--- config.mk ---
export PLATFORM = sky130hd
export DESIGN_NAME = if_imem_ctrl
export DESIGN_NICKNAME = d
export VERILOG_FILES = /design/src/rtl/if_imem_ctrl.sv
export SDC_FILE = /design/constraint.sdc
export NUM_CORES = 2
export LEC_CHECK = 0
export BUFFER_PORTS_ARGS = -buffer_cell sky130_fd_sc_hd__buf_4
export CORE_MARGIN = 2
export CORE_UTILIZATION = 45
export CTS_CLUSTER_DIAMETER = 150
export DETAILED_ROUTE_END_ITERATION = 8
export GPL_TIMING_DRIVEN = 0
export HOLD_SLACK_MARGIN = 0.06
export SYNTH_ARGS = -nofsm -noshare
export SYNTH_HDL_FRONTEND = slang
export SYNTH_SLANG_ARGS = --single-unit
--- constraint.sdc ---
create_clock -name i_clk -period 1.9 [get_ports i_clk]
set_input_delay 0.38 -clock i_clk [delete_from_list [all_inputs] [get_ports i_clk]]
set_output_delay 0.38 -clock i_clk [all_outputs]
set_load 0.02 [all_outputs]
--- src/rtl/if_imem_ctrl.sv ---
// if_imem_ctrl -- instruction-fetch memory controller
//
// Holds a DEPTH-word instruction memory that is loaded through a separate
// write port. It serves one fetch at a time through a valid/ready request
// channel and a valid/ready response channel. The response becomes visible
// 1 + WAIT_STATES cycles after the accept edge. Misaligned fetches and
// out-of-range fetches return a NOP with the fault flag set. A flush (branch
// redirect) drops the fetch that is in flight.
//
// Ports
//   i_clk        : clock, rising edge
//   i_rst_n      : asynchronous active-low reset
//   i_flush      : drop the in-flight fetch / block acceptance this cycle
//   i_req_valid  : fetch request valid
//   o_req_ready  : fetch request can be accepted this cycle
//   i_req_addr   : fetch byte address
//   o_rsp_valid  : response valid (high only while a response is presented)
//   i_rsp_ready  : consumer takes the response
//   o_instr      : fetched instruction (holds the last response when idle)
//   o_rsp_fault  : response is a fault (misaligned or out of range)
//   i_ld_en      : program-load write strobe
//   i_ld_addr    : program-load byte address
//   i_ld_data    : program-load data word
module if_imem_ctrl #(
  parameter int unsigned     XLEN        = 32,
  parameter int unsigned     DEPTH       = 64,
  parameter logic [XLEN-1:0] BASE_ADDR   = '0,
  parameter int unsigned     WAIT_STATES = 0
) (
  input  logic            i_clk,
  input  logic            i_rst_n,
  input  logic            i_flush,
  input  logic            i_req_valid,
  output logic            o_req_ready,
  input  logic [XLEN-1:0] i_req_addr,
  output logic            o_rsp_valid,
  input  logic            i_rsp_ready,
  output logic [XLEN-1:0] o_instr,
  output logic            o_rsp_fault,
  input  logic            i_ld_en,
  input  logic [XLEN-1:0] i_ld_addr,
  input  logic [XLEN-1:0] i_ld_data
);

  localparam int unsigned     IW  = $clog2(DEPTH);
  localparam logic [XLEN-1:0] NOP = XLEN'(32'h0000_0013);

  localparam logic [1:0] S_IDLE = 2'd0;
  localparam logic [1:0] S_WAIT = 2'd1;
  localparam logic [1:0] S_RESP = 2'd2;

  // The counter counts down to zero, so it is preloaded with one less than
  // the number of extra cycles.
  localparam logic [2:0] CNT_INIT = (WAIT_STATES == 0) ? 3'd0 : 3'(WAIT_STATES - 1);

  // Word offset from the base: this equals (a - BASE_ADDR) >> 2 modulo 2^XLEN.
  // It works on the upper bits only and subtracts a borrow when the low two
  // bits of the address are below those of the base.
  function automatic logic [XLEN-3:0] word_off(input logic [XLEN-1:0] a);
    return a[XLEN-1:2] - BASE_ADDR[XLEN-1:2]
           - (XLEN-2)'(a[1:0] < BASE_ADDR[1:0]);
  endfunction

  // Any bit set above the index field means the offset is beyond DEPTH.
  // Addresses below the base wrap to huge offsets and land here too.
  function automatic logic addr_fault(input logic [XLEN-1:0] a,
                                      input logic [XLEN-3:0] woff);
    return (a[1:0] != 2'b00) || (|woff[XLEN-3:IW]);
  endfunction

  logic [1:0]      r_state;
  logic [2:0]      r_cnt;
  logic [XLEN-1:0] r_instr;
  logic            r_fault;

  // Memory contents start as NOP and are deliberately left out of the reset.
  logic [XLEN-1:0] r_mem [DEPTH] = '{default: NOP};

  logic [XLEN-3:0] w_req_woff;
  logic [XLEN-3:0] w_ld_woff;
  logic            w_req_fault;
  logic            w_ld_fault;
  logic [IW-1:0]   w_req_idx;
  logic [IW-1:0]   w_ld_idx;
  logic            w_accept;

  assign w_req_woff  = word_off(i_req_addr);
  assign w_ld_woff   = word_off(i_ld_addr);
  assign w_req_fault = addr_fault(i_req_addr, w_req_woff);
  assign w_ld_fault  = addr_fault(i_ld_addr, w_ld_woff);
  assign w_req_idx   = w_req_woff[IW-1:0];
  assign w_ld_idx    = w_ld_woff[IW-1:0];

  // i_rst_n gates ready directly so that ready is low for the whole reset
  // pulse, even before the state register has been cleared.
  assign o_req_ready = i_rst_n && (r_state == S_IDLE) && !i_ld_en && !i_flush;
  assign w_accept    = i_req_valid && o_req_ready;

  assign o_rsp_valid = (r_state == S_RESP);
  assign o_instr     = r_instr;
  assign o_rsp_fault = r_fault;

  always_ff @(posedge i_clk or negedge i_rst_n) begin
    if (!i_rst_n) begin
      r_state <= S_IDLE;
      r_cnt   <= 3'd0;
      r_instr <= NOP;
      r_fault <= 1'b0;
    end else begin
      case (r_state)
        S_IDLE: begin
          if (w_accept) begin
            // The memory is read before any load at this same edge, so the
            // response is captured once and is unaffected by later loads.
            r_instr <= w_req_fault ? NOP : r_mem[w_req_idx];
            r_fault <= w_req_fault;
            if (WAIT_STATES == 0) begin
              r_state <= S_RESP;
            end else begin
              r_state <= S_WAIT;
              r_cnt   <= CNT_INIT;
            end
          end
        end
        S_WAIT: begin
          if (i_flush) begin
            r_state <= S_IDLE;
            r_cnt   <= 3'd0;
          end else if (r_cnt == 3'd0) begin
            r_state <= S_RESP;
          end else begin
            r_cnt <= r_cnt - 3'd1;
          end
        end
        S_RESP: begin
          // A flush takes priority over a handshake. Both cases go back to
          // IDLE, and the response counts as dropped when a flush is present.
          if (i_flush || i_rsp_ready) begin
            r_state <= S_IDLE;
          end
        end
        default: begin
          r_state <= S_IDLE;
        end
      endcase
    end
  end

  // The program-load port writes in every FSM state. Faulting addresses are
  // dropped so that they cannot alias onto a valid word.
  always_ff @(posedge i_clk) begin
    if (i_ld_en && !w_ld_fault) begin
      r_mem[w_ld_idx] <= i_ld_data;
    end
  end

endmodule

==> run metrics <==
count of standard-cell rows 154; sequential share of the synthesized area 0.782; Post-Syn Area per Cell 23.2 µm²; final hold vios 0; top library cells by usage in the layout, fill and taps aside edfxtp_1, mux4_2, buf_4, clkbuf_16, buf_12; unrepaired setup endpoints after global routing yes; register bit total from synthesis 2082; First-pass DRT Iterations 7; area of the core 0.176 mm²; hold_ws 0.0878 ns; type of the tightest min-delay check input pin to flip-flop; clock network fraction of total power 0.418; EDFF count, synth 2048; combinational power share 0.051; run status finished with violations; starting density of the core 0.453; total power density per cell area 976 mW/mm²; hpwl dp 156 mm; H-tree lvl count 4; most common cell after layout, fill and taps aside edfxtp_1; GR Util All Layers 0.277; largest fanout of any net on the critical path 10; Synth cell types 54; multi-input logic area 0.0176 mm²; die span in y 425 µm; type of the setup path with the least slack input pin to flip-flop; register area 0.0624 mm²; Final GP Congestion 0.892; max-cap viol count 0; pre-CTS worst setup slack -2.35 ns; power share of the sequential group 0.531; post-route clock period utilization 1.24; die area 0.181 mm²; number of cells produced by synthesis 3439; violation count after the first detailed-route iteration 6446; routed vias 41676; kind of start point of the critical path input pin; aggregate global routing overflow 0; initial antenna violation count 11; headroom to the max-slew limit 0.333; global-route wire length before repair 339 mm; worst slew pin tran 1.00 ns; depth of the worst hold-timing path 1; via count of the first global-routing pass 40782; CP Cell Sequence buf_6 > buf_6 > buf_4 > buf_8 > buf_4 > mux2i_1 > nor2_1 > a2111oi_4 > a31oi_1; number of top-level design ports 137; Max Freq 423 MHz; WL/cell 38.0 µm; largest net degree at the start of global routing 65; share of post-route cells with drive strength above 1 0.387; Remaining DRCs 0; Netlist Area Pre-Place 0.0797 mm²; number of fill cells 13065; final worst slack -0.462 ns; Internal Power 0.0745 W; synthesis-to-layout area growth 21.9%; length in cells of the worst reg-to-reg path 6; total of warnings raised by yosys 0; final number of max-transition violations 0; arrival time at the worst endpoint 3.10 ns; failing checks setup timing; async set-or-reset flop fraction in the synthesized netlist 0.0163; clock input transition at the sequential cells of the worst setup and hold paths 0.06 ns; setup violation total in the final timing report 49; drt via density 6.30; final critical path time including I/O delays and setup 2.36 ns; CTS Sinks 2082; cell chosen for the clock root clkbuf_16; routed wire length 251 mm; Critical Path End Type flip-flop; buffer depth of the longest clock path 3; largest stage delay on the critical path 0.72 ns; skew final 0.0378 ns; Max VDD drop 1.04 mV; clock latency at the later pin of the worst-skew pair 0.85 ns; switching fraction of total power 0.215; count of input and output buffers 129; total net switching power 0.0204 W; total nets after synthesis 3541; number of buffers created by CTS 207; residual antenna-violating net count after detailed routing 0; required time worst endpoint 2.64 ns; CTS tree built; static power due to leakage 31.1 nW; Die Wd 425 µm; NumNets Final 4206; primary flip-flop cell chosen by synthesis mapping edfxtp_1; Critical Path Slowest Stage Cell a2111oi_4
synthesized netlist by cell type (all sizes together) (7+ instances only):
cell	count	area (µm²)
and2	12	75.1
buf	139	886
clkinv	20	75.1
edfxtp	2048	61500
a2bb2oi	20	175
clkbuf	42	161
nand3	61	305
a211oi	11	87.6
a21oi	16	80.1
nor4	13	103
a22o	12	105
nor2b	16	100
o22ai	42	263
mux4	544	12300
nor3	16	80.1
a2111oi	13	133
nor2	100	383
dfrtp	31	776
mux2	31	349
o211ai	10	75.1
nand2	50	188
mux2i	63	631
o21ai	23	115
nand3b	7	52.6
a22oi	50	375
state kept, by name (all words and copies together), names as in the netlist:
register and flops:
r_state 1, o_rsp_fault 1, o_instr 32, r_mem 2048
worst paths after layout:
path / slack, ns / end / startpoint
max: -0.46 / o_instr[1] / i_req_addr[2]
min: 0.09 / r_mem[1][8] / i_ld_data[8]
max reg2reg: -0.46 / o_instr[1] / r_state[1]
min reg2reg: 0.50 / o_rsp_fault / o_rsp_fault
max in group asynchronous: 1.32 / o_rsp_fault / i_rst_n
min in group asynchronous: 0.31 / o_instr[28] / i_rst_n
layout make-up:
class                      count  area share
antenna                        1   0.0000257
clock buffer                 271      0.0572
tap                         2340      0.0301
clock inverter               107     0.00952
multi-input combinational   1152       0.181
buffer                       176      0.0153
timing repair buffer         459      0.0640
sequential                  2082       0.641
inverter                      26     0.00106
what timing repair did:
item | CTS | global route
gates resized for setup | 318 | 133
pin swaps | 91 | 48
buffers inserted | 156 | 58
hold buffers | 8 | 0
endpoints found under the hold margin | 69 | 0
endpoints found under the setup margin | 2085 | 1648
cloned | 20 | 7
layer usage:
| layer | part of all wire | vias up | GRT usage |
|---|---|---|---|
| li1 | - | 16103 | - |
| met1 | 0.38 | 22457 | 0.386 |
| met2 | 0.46 | 2670 | 0.421 |
| met3 | 0.11 | 434 | 0.0698 |
| met4 | 0.046 | 12 | 0.112 |
| met5 | 0.00033 | - | 0 |
power groups by stage:
stage / logic (W) / clock network (W) / registers (W)
after CTS: 0.00468 / 0.0400 / 0.0504
after global placement: 0.00439 / 0 / 0.0514
after detailed placement: 0.00445 / 0 / 0.0514
final: 0.00481 / 0.0397 / 0.0504
after global routing: 0.00499 / 0.0418 / 0.0504
after floorplan: 0.00230 / 0 / 0.0514
critical path, delay by kind of cell:
family	cells	cell delay, ns
mux	1	0.30
simple gates	1	0.11
buf+inv	5	1.38
compound gates	2	0.89
kinds of logic after synthesis:
group                  count (synthesis)  synth area share
AND/OR/NAND/NOR                      299            0.0183
buffers and inverters                207            0.0144
multiplexers                         638             0.166
flip-flops                          2082             0.782
AO/OA/AOI/OAI                        213            0.0193
per-stage QoR:
| stage | utilization | std cells | power [W] | instance area [µm²] | TNS [ns] |
|---|---|---|---|---|---|
| after floorplan | - | 3439 | 0.0537 | 80300 | -1229.56 |
| after global placement | 0.478 | 5908 | 0.0558 | 84200 | -3984.08 |
| after detailed placement | 0.489 | 5999 | 0.0559 | 86200 | -2834.76 |
| after CTS | 0.546 | 6558 | 0.0951 | 96200 | -71.21 |
| after global routing | 0.552 | 6613 | 0.0972 | 97200 | -13.07 |
| final | 0.552 | 6614 | 0.0949 | 97200 | -9.38 |
No activity file was read; power rests on OpenSTA's default activity.
